===== config.mk =====
export PLATFORM = sky130hd
export DESIGN_NAME = traffic_light_monitor
export DESIGN_NICKNAME = d
export VERILOG_FILES = /design/src/rtl/traffic_light_monitor.sv
export SDC_FILE = /design/constraint.sdc
export NUM_CORES = 1
export LEC_CHECK = 0
export BUFFER_PORTS_ARGS = -buffer_cell sky130_fd_sc_hd__buf_2
export CORE_AREA = 2 2 65 67
export DETAILED_ROUTE_END_ITERATION = 10
export DIE_AREA = 0 0 67 69
export PLACE_DENSITY = 0.75
export SETUP_SLACK_MARGIN = 0.02
export SYNTH_ARGS = -nofsm -noshare
export SYNTH_HDL_FRONTEND = slang
export SYNTH_SLANG_ARGS = --single-unit

===== constraint.sdc =====
create_clock -name clk -period 2.71 [get_ports clk]
set_clock_uncertainty 0.1 [all_clocks]
set_input_delay 0.542 -clock clk [delete_from_list [all_inputs] [get_ports clk]]
set_output_delay 0.542 -clock clk [all_outputs]
set_load 0.005 [all_outputs]

===== src/rtl/traffic_light_monitor.sv =====
// traffic_light_monitor: watches a 4-bit lamp code, tracks the L0->L1->L2
// rotation, measures how long each lamp is held, counts completed rounds and
// raises single-cycle and sticky error flags for bad codes, bad ordering and
// out-of-tolerance dwell times.
module traffic_light_monitor #(
  parameter int DWELL0 = 10,
  parameter int DWELL1 = 2,
  parameter int DWELL2 = 5,
  parameter int TOL    = 1
) (
  input  logic        clk,
  input  logic        res_n,
  input  logic        en,
  input  logic [3:0]  lamp,
  input  logic        clr_err,
  output logic [1:0]  phase,
  output logic [7:0]  dwell,
  output logic [15:0] cycles,
  output logic        err_code,
  output logic        err_seq,
  output logic        err_dwell,
  output logic [2:0]  err_sticky
);

  typedef enum logic [2:0] {ST_IDLE, ST_OFF, ST_L0, ST_L1, ST_L2} state_t;

  // Tolerance windows; the lower bound clamps at zero for short dwells.
  localparam int MIN0 = (DWELL0 > TOL) ? DWELL0 - TOL : 0;
  localparam int MIN1 = (DWELL1 > TOL) ? DWELL1 - TOL : 0;
  localparam int MIN2 = (DWELL2 > TOL) ? DWELL2 - TOL : 0;
  localparam logic [7:0] LO0 = 8'(MIN0);
  localparam logic [7:0] LO1 = 8'(MIN1);
  localparam logic [7:0] LO2 = 8'(MIN2);
  localparam logic [7:0] HI0 = 8'(DWELL0 + TOL);
  localparam logic [7:0] HI1 = 8'(DWELL1 + TOL);
  localparam logic [7:0] HI2 = 8'(DWELL2 + TOL);

  function automatic logic [7:0] lo_lim(input logic [1:0] p);
    case (p)
      2'd0:    return LO0;
      2'd1:    return LO1;
      default: return LO2;
    endcase
  endfunction

  function automatic logic [7:0] hi_lim(input logic [1:0] p);
    case (p)
      2'd0:    return HI0;
      2'd1:    return HI1;
      default: return HI2;
    endcase
  endfunction

  // Phase code of a state: 0..2 for lamps, 3 for IDLE and OFF.
  function automatic logic [1:0] state_ph(input state_t s);
    case (s)
      ST_L0:   return 2'd0;
      ST_L1:   return 2'd1;
      ST_L2:   return 2'd2;
      default: return 2'd3;
    endcase
  endfunction

  function automatic state_t ph_state(input logic [1:0] p);
    case (p)
      2'd0:    return ST_L0;
      2'd1:    return ST_L1;
      2'd2:    return ST_L2;
      default: return ST_IDLE;
    endcase
  endfunction

  function automatic logic [1:0] succ(input logic [1:0] p);
    return (p == 2'd2) ? 2'd0 : p + 2'd1;
  endfunction

  state_t      state_q, state_d;
  logic [1:0]  phase_q, phase_d;
  logic [7:0]  dwell_q, dwell_d;
  logic [15:0] cycles_q, cycles_d;
  logic        ecode_q, ecode_d;
  logic        eseq_q, eseq_d;
  logic        edwell_q, edwell_d;
  logic [2:0]  sticky_q, sticky_d;
  // ovf: overflow already reported in this phase; fresh: phase began from IDLE/OFF
  logic        ovf_q, ovf_d;
  logic        fresh_q, fresh_d;
  logic [1:0]  cur_ph, new_ph;

  // Next-state, counters and error decisions for the sampled lamp code.
  always_comb begin
    state_d  = state_q;
    dwell_d  = dwell_q;
    cycles_d = cycles_q;
    ovf_d    = ovf_q;
    fresh_d  = fresh_q;
    ecode_d  = 1'b0;
    eseq_d   = 1'b0;
    edwell_d = 1'b0;
    sticky_d = sticky_q;
    cur_ph   = state_ph(state_q);
    case (lamp)
      4'b1000: new_ph = 2'd0;
      4'b0100: new_ph = 2'd1;
      4'b0010: new_ph = 2'd2;
      default: new_ph = 2'd3;
    endcase

    if (!en) begin
      state_d = ST_IDLE;
      dwell_d = 8'd0;
    end else begin
      if (lamp == 4'b1111) begin
        state_d = ST_OFF;
        dwell_d = 8'd0;
      end else if (new_ph == 2'd3) begin
        ecode_d = 1'b1;
        state_d = ST_IDLE;
        dwell_d = 8'd0;
      end else if (cur_ph == 2'd3) begin
        state_d = ph_state(new_ph);
        dwell_d = 8'd1;
        fresh_d = 1'b1;
        ovf_d   = 1'b0;
      end else if (new_ph == cur_ph) begin
        dwell_d = (dwell_q == 8'hFF) ? dwell_q : dwell_q + 8'd1;
        if (!ovf_q && (dwell_d == hi_lim(cur_ph) + 8'd1)) begin
          edwell_d = 1'b1;
          ovf_d    = 1'b1;
        end
      end else begin
        if (new_ph == succ(cur_ph)) begin
          if (!ovf_q && !fresh_q &&
              ((dwell_q < lo_lim(cur_ph)) || (dwell_q > hi_lim(cur_ph))))
            edwell_d = 1'b1;
          if (cur_ph == 2'd2)
            cycles_d = cycles_q + 16'd1;
        end else begin
          eseq_d = 1'b1;
        end
        state_d = ph_state(new_ph);
        dwell_d = 8'd1;
        fresh_d = 1'b0;
        ovf_d   = 1'b0;
      end
      if (clr_err)
        sticky_d = 3'b000;
      sticky_d = sticky_d | {edwell_d, eseq_d, ecode_d};
    end
    phase_d = state_ph(state_d);
  end

  // State and registered outputs, forced to idle by the asynchronous reset.
  always_ff @(posedge clk or negedge res_n) begin
    if (!res_n) begin
      state_q  <= ST_IDLE;
      phase_q  <= 2'b11;
      dwell_q  <= 8'd0;
      cycles_q <= 16'd0;
      ecode_q  <= 1'b0;
      eseq_q   <= 1'b0;
      edwell_q <= 1'b0;
      sticky_q <= 3'b000;
      ovf_q    <= 1'b0;
      fresh_q  <= 1'b0;
    end else begin
      state_q  <= state_d;
      phase_q  <= phase_d;
      dwell_q  <= dwell_d;
      cycles_q <= cycles_d;
      ecode_q  <= ecode_d;
      eseq_q   <= eseq_d;
      edwell_q <= edwell_d;
      sticky_q <= sticky_d;
      ovf_q    <= ovf_d;
      fresh_q  <= fresh_d;
    end
  end

  assign phase      = phase_q;
  assign dwell      = dwell_q;
  assign cycles     = cycles_q;
  assign err_code   = ecode_q;
  assign err_seq    = eseq_q;
  assign err_dwell  = edwell_q;
  assign err_sticky = sticky_q;

endmodule


==> metrics.txt <==
number of global-route vias before repair 1,531; Synth Register Bits 37; slew of the pin with the lowest slew margin 794 ps; list of cells traversed by the critical path ha_1 > nand4_2 > a2111o_1 > a211oi_2 > nand4_1 > a21bo_1; Top Family by Delay on Critical Path compound AO/OA/AOI/OAI gates; Peak supply drop 0.000321 V; launching element type of the critical path register; fillers 363; post-CTS setup buffer count 0; TritonCTS clock tree yes; CTS H-Tree Depth 2; final setup TNS 0 ps; number of antenna violations at the first check in global routing 0; drt wl/cell 14.4 um; maximum fanout along the worst path 8; clock tree sinks 37; DIE HEIGHT 69 um; Layout Cell Area excl Fill 2410 um2; I/O Pins 40; buffer levels on the longest clock path 2; summed instance area of the synthesized netlist 2090 um2; CTS clock-pin slew for the worst setup and hold paths 70 ps; top cells by count, synth 35 x dfrtp_1, 16 x nand2_1, 15 x nand3_1, 15 x xnor2_1; top cells by area in the synthesized netlist dfrtp_1 42%, xnor2_1 6.3%, nand3_1 3.6%, ha_1 3.0%, nand2_1 2.9%; area enclosed by the die boundary 4620 um2; number of antenna-violating nets in the routed design 0; Layout Area Growth over Synthesis 15.3%; Placed Cells incl. Taps 278; data arrival time of the worst path 2240 ps; cell type with the largest total area after synthesis dfrtp_1; post-route clock period utilization 78.0%; core box area 3910 um2; syn_nets 209; antenna cell count 0; average cell area after synthesis 10.7 um2; global-route wire length before repair 7290 um; cells after synthesis 196; Hold Buf Count CTS 0; number of buffer and inverter instances along the worst setup path 0; root buf cell clkbuf_8; worst-case headroom to the max-slew limit 47.0%; Worst R2R Setup Slack 600 ps; Detailed Route Iter0 Violations 71; most common cell in the synthesized netlist dfrtp_1; final number of setup-violating endpoints 0; maximum number of pins on one net before global-route repair 38; type of element capturing the critical path register; drt first pass iters 4; post-layout power 1.15 mW; Crit Path Class register to register; DRC violations left 0; Die W 67 um; register area share after synthesis 44.4%; Total Routed Length 4120 um; std cell rows 23; number of enable-type register cells in the synthesized netlist 0; non-filler instance count after layout 286; count of cell types in the netlist 55; Initial Util 53.4%; area of all sequential standard cells 928 um2; Tightest Hold Check Type input port to async pin; routed vias/inst 5.62; later-pin clock latency in the skew report 290 ps; number of endpoints with negative hold slack in the final report 0; RePlAce Congestion 0.865; status completed; minimum clock period after layout 2110 ps; prevailing post-synth register cell dfrtp_1; PD cells 475 nW/um2; share of final-layout standard cells stronger than drive strength 1 27.5%; multi-input combinational cell area 1080 um2; clock buffer count from CTS 5; unrepaired setup endpoints after global routing no; Final Max Tran Viols 0; launch point of the critical path dwell[1]; number of gates given a new drive strength after cts 0; Total Routing Usage GR 20.3%; hpwl dp 2980 um; layout net count 248; required time reported for the critical path endpoint 2840 ps; instance area after placement 2290 um2; critical path's slowest cell dfrtp_1; Static Leakage 1.19 nW; number of max-cap violations 0; share of synthesized registers carrying an async set or reset 100%; total vias in the final route 1,607; aggregate global routing overflow 0; worst stage delay on the critical path 470 ps; Synth top area share 41.9%; synth warn 0; highest clock frequency the design can meet 473 MHz; startpoint of the worst-slack reg-to-reg timing path dwell[1]; count of buffers from port buffering 39
[state kept, by name, summed over array words and instances (netlist names)]
register,count
err_dwell,1
ovf_q,1
err_code,1
err_seq,1
phase,2
dwell,8
fresh_q,1
state_q,3
cycles,16
err_sticky,3
[where the power goes]
part	switching (mW)	internal (mW)
Sequential	0.00707	0.563
Clock	0.189	0.300
Combinational	0.0551	0.0310
[placed cells by master (no fill, tap or decap), types with 3 or more instances in the layout]
cell | Yosys | routed
nand2b_1 | 4 | 4
nor2_1 | 9 | 9
nor2b_1 | 4 | 4
or3_1 | 5 | 5
inv_1 | 4 | 4
dfrtp_1 | 35 | 35
a21oi_1 | 9 | 9
buf_2 | 2 | 39
xor2_1 | 4 | 4
clkbuf_8 | 0 | 6
nand3_1 | 15 | 15
nand4_1 | 5 | 5
ha_1 | 5 | 5
a21o_1 | 3 | 3
and3_1 | 5 | 5
nand2_1 | 16 | 16
a211oi_1 | 3 | 3
nor3_1 | 4 | 4
xnor2_1 | 15 | 15
[path summary, 6_finish.rpt]
kind | end | depth (start not counted)
setup / recovery | ovf_q | 6
hold / removal | dwell[2] | 1
setup reg to reg | ovf_q | 6
hold reg to reg | cycles[15] | 1
max in group asynchronous | dwell[4] | 1
min in group clk | cycles[15] | 1
[area by class of cell]
class / instances / area share (%)
Clock inverter: 1 / 1.25
Tap cell: 50 / 2.60
Inverter: 6 / 0.935
Clock buffer: 7 / 3.58
Multi-Input combinational cell: 146 / 45.0
Timing Repair Buffer: 39 / 8.10
Sequential cell: 37 / 38.5
[kinds of logic (layout without fill, tap and decap cells)]
family / count (synthesis) / after routing / synth area share, %
compound gates: 34 / 34 / 13.1
xor+xnor: 20 / 20 / 9.28
fa+ha+maj: 5 / 5 / 2.99
buf+inv: 13 / 53 / 3.71
flops: 37 / 37 / 44.4
mux: 1 / 1 / 0.539
simple gates: 86 / 86 / 26.0
[stage by stage]
stage          setup WS, ps  util (%)  hold WS, ps
6_report                597      61.6          226
5_1_grt                 467      61.6          316
4_1_cts                 586      61.6          273
3_5_place_dp            515      58.6          368
3_3_place_gp            541      58.6          359
2_1_floorplan           719         -          146
[metal layers]
| layer | part of all wire, % | global-route usage [%] |
|---|---|---|
| met1 | 46 | 28.3 |
| met2 | 49 | 32.5 |
| met3 | 4.5 | 4.89 |
| met4 | 0.87 | 3.40 |
| met5 | 0 | 0 |
(Power assumes the default switching activity.)
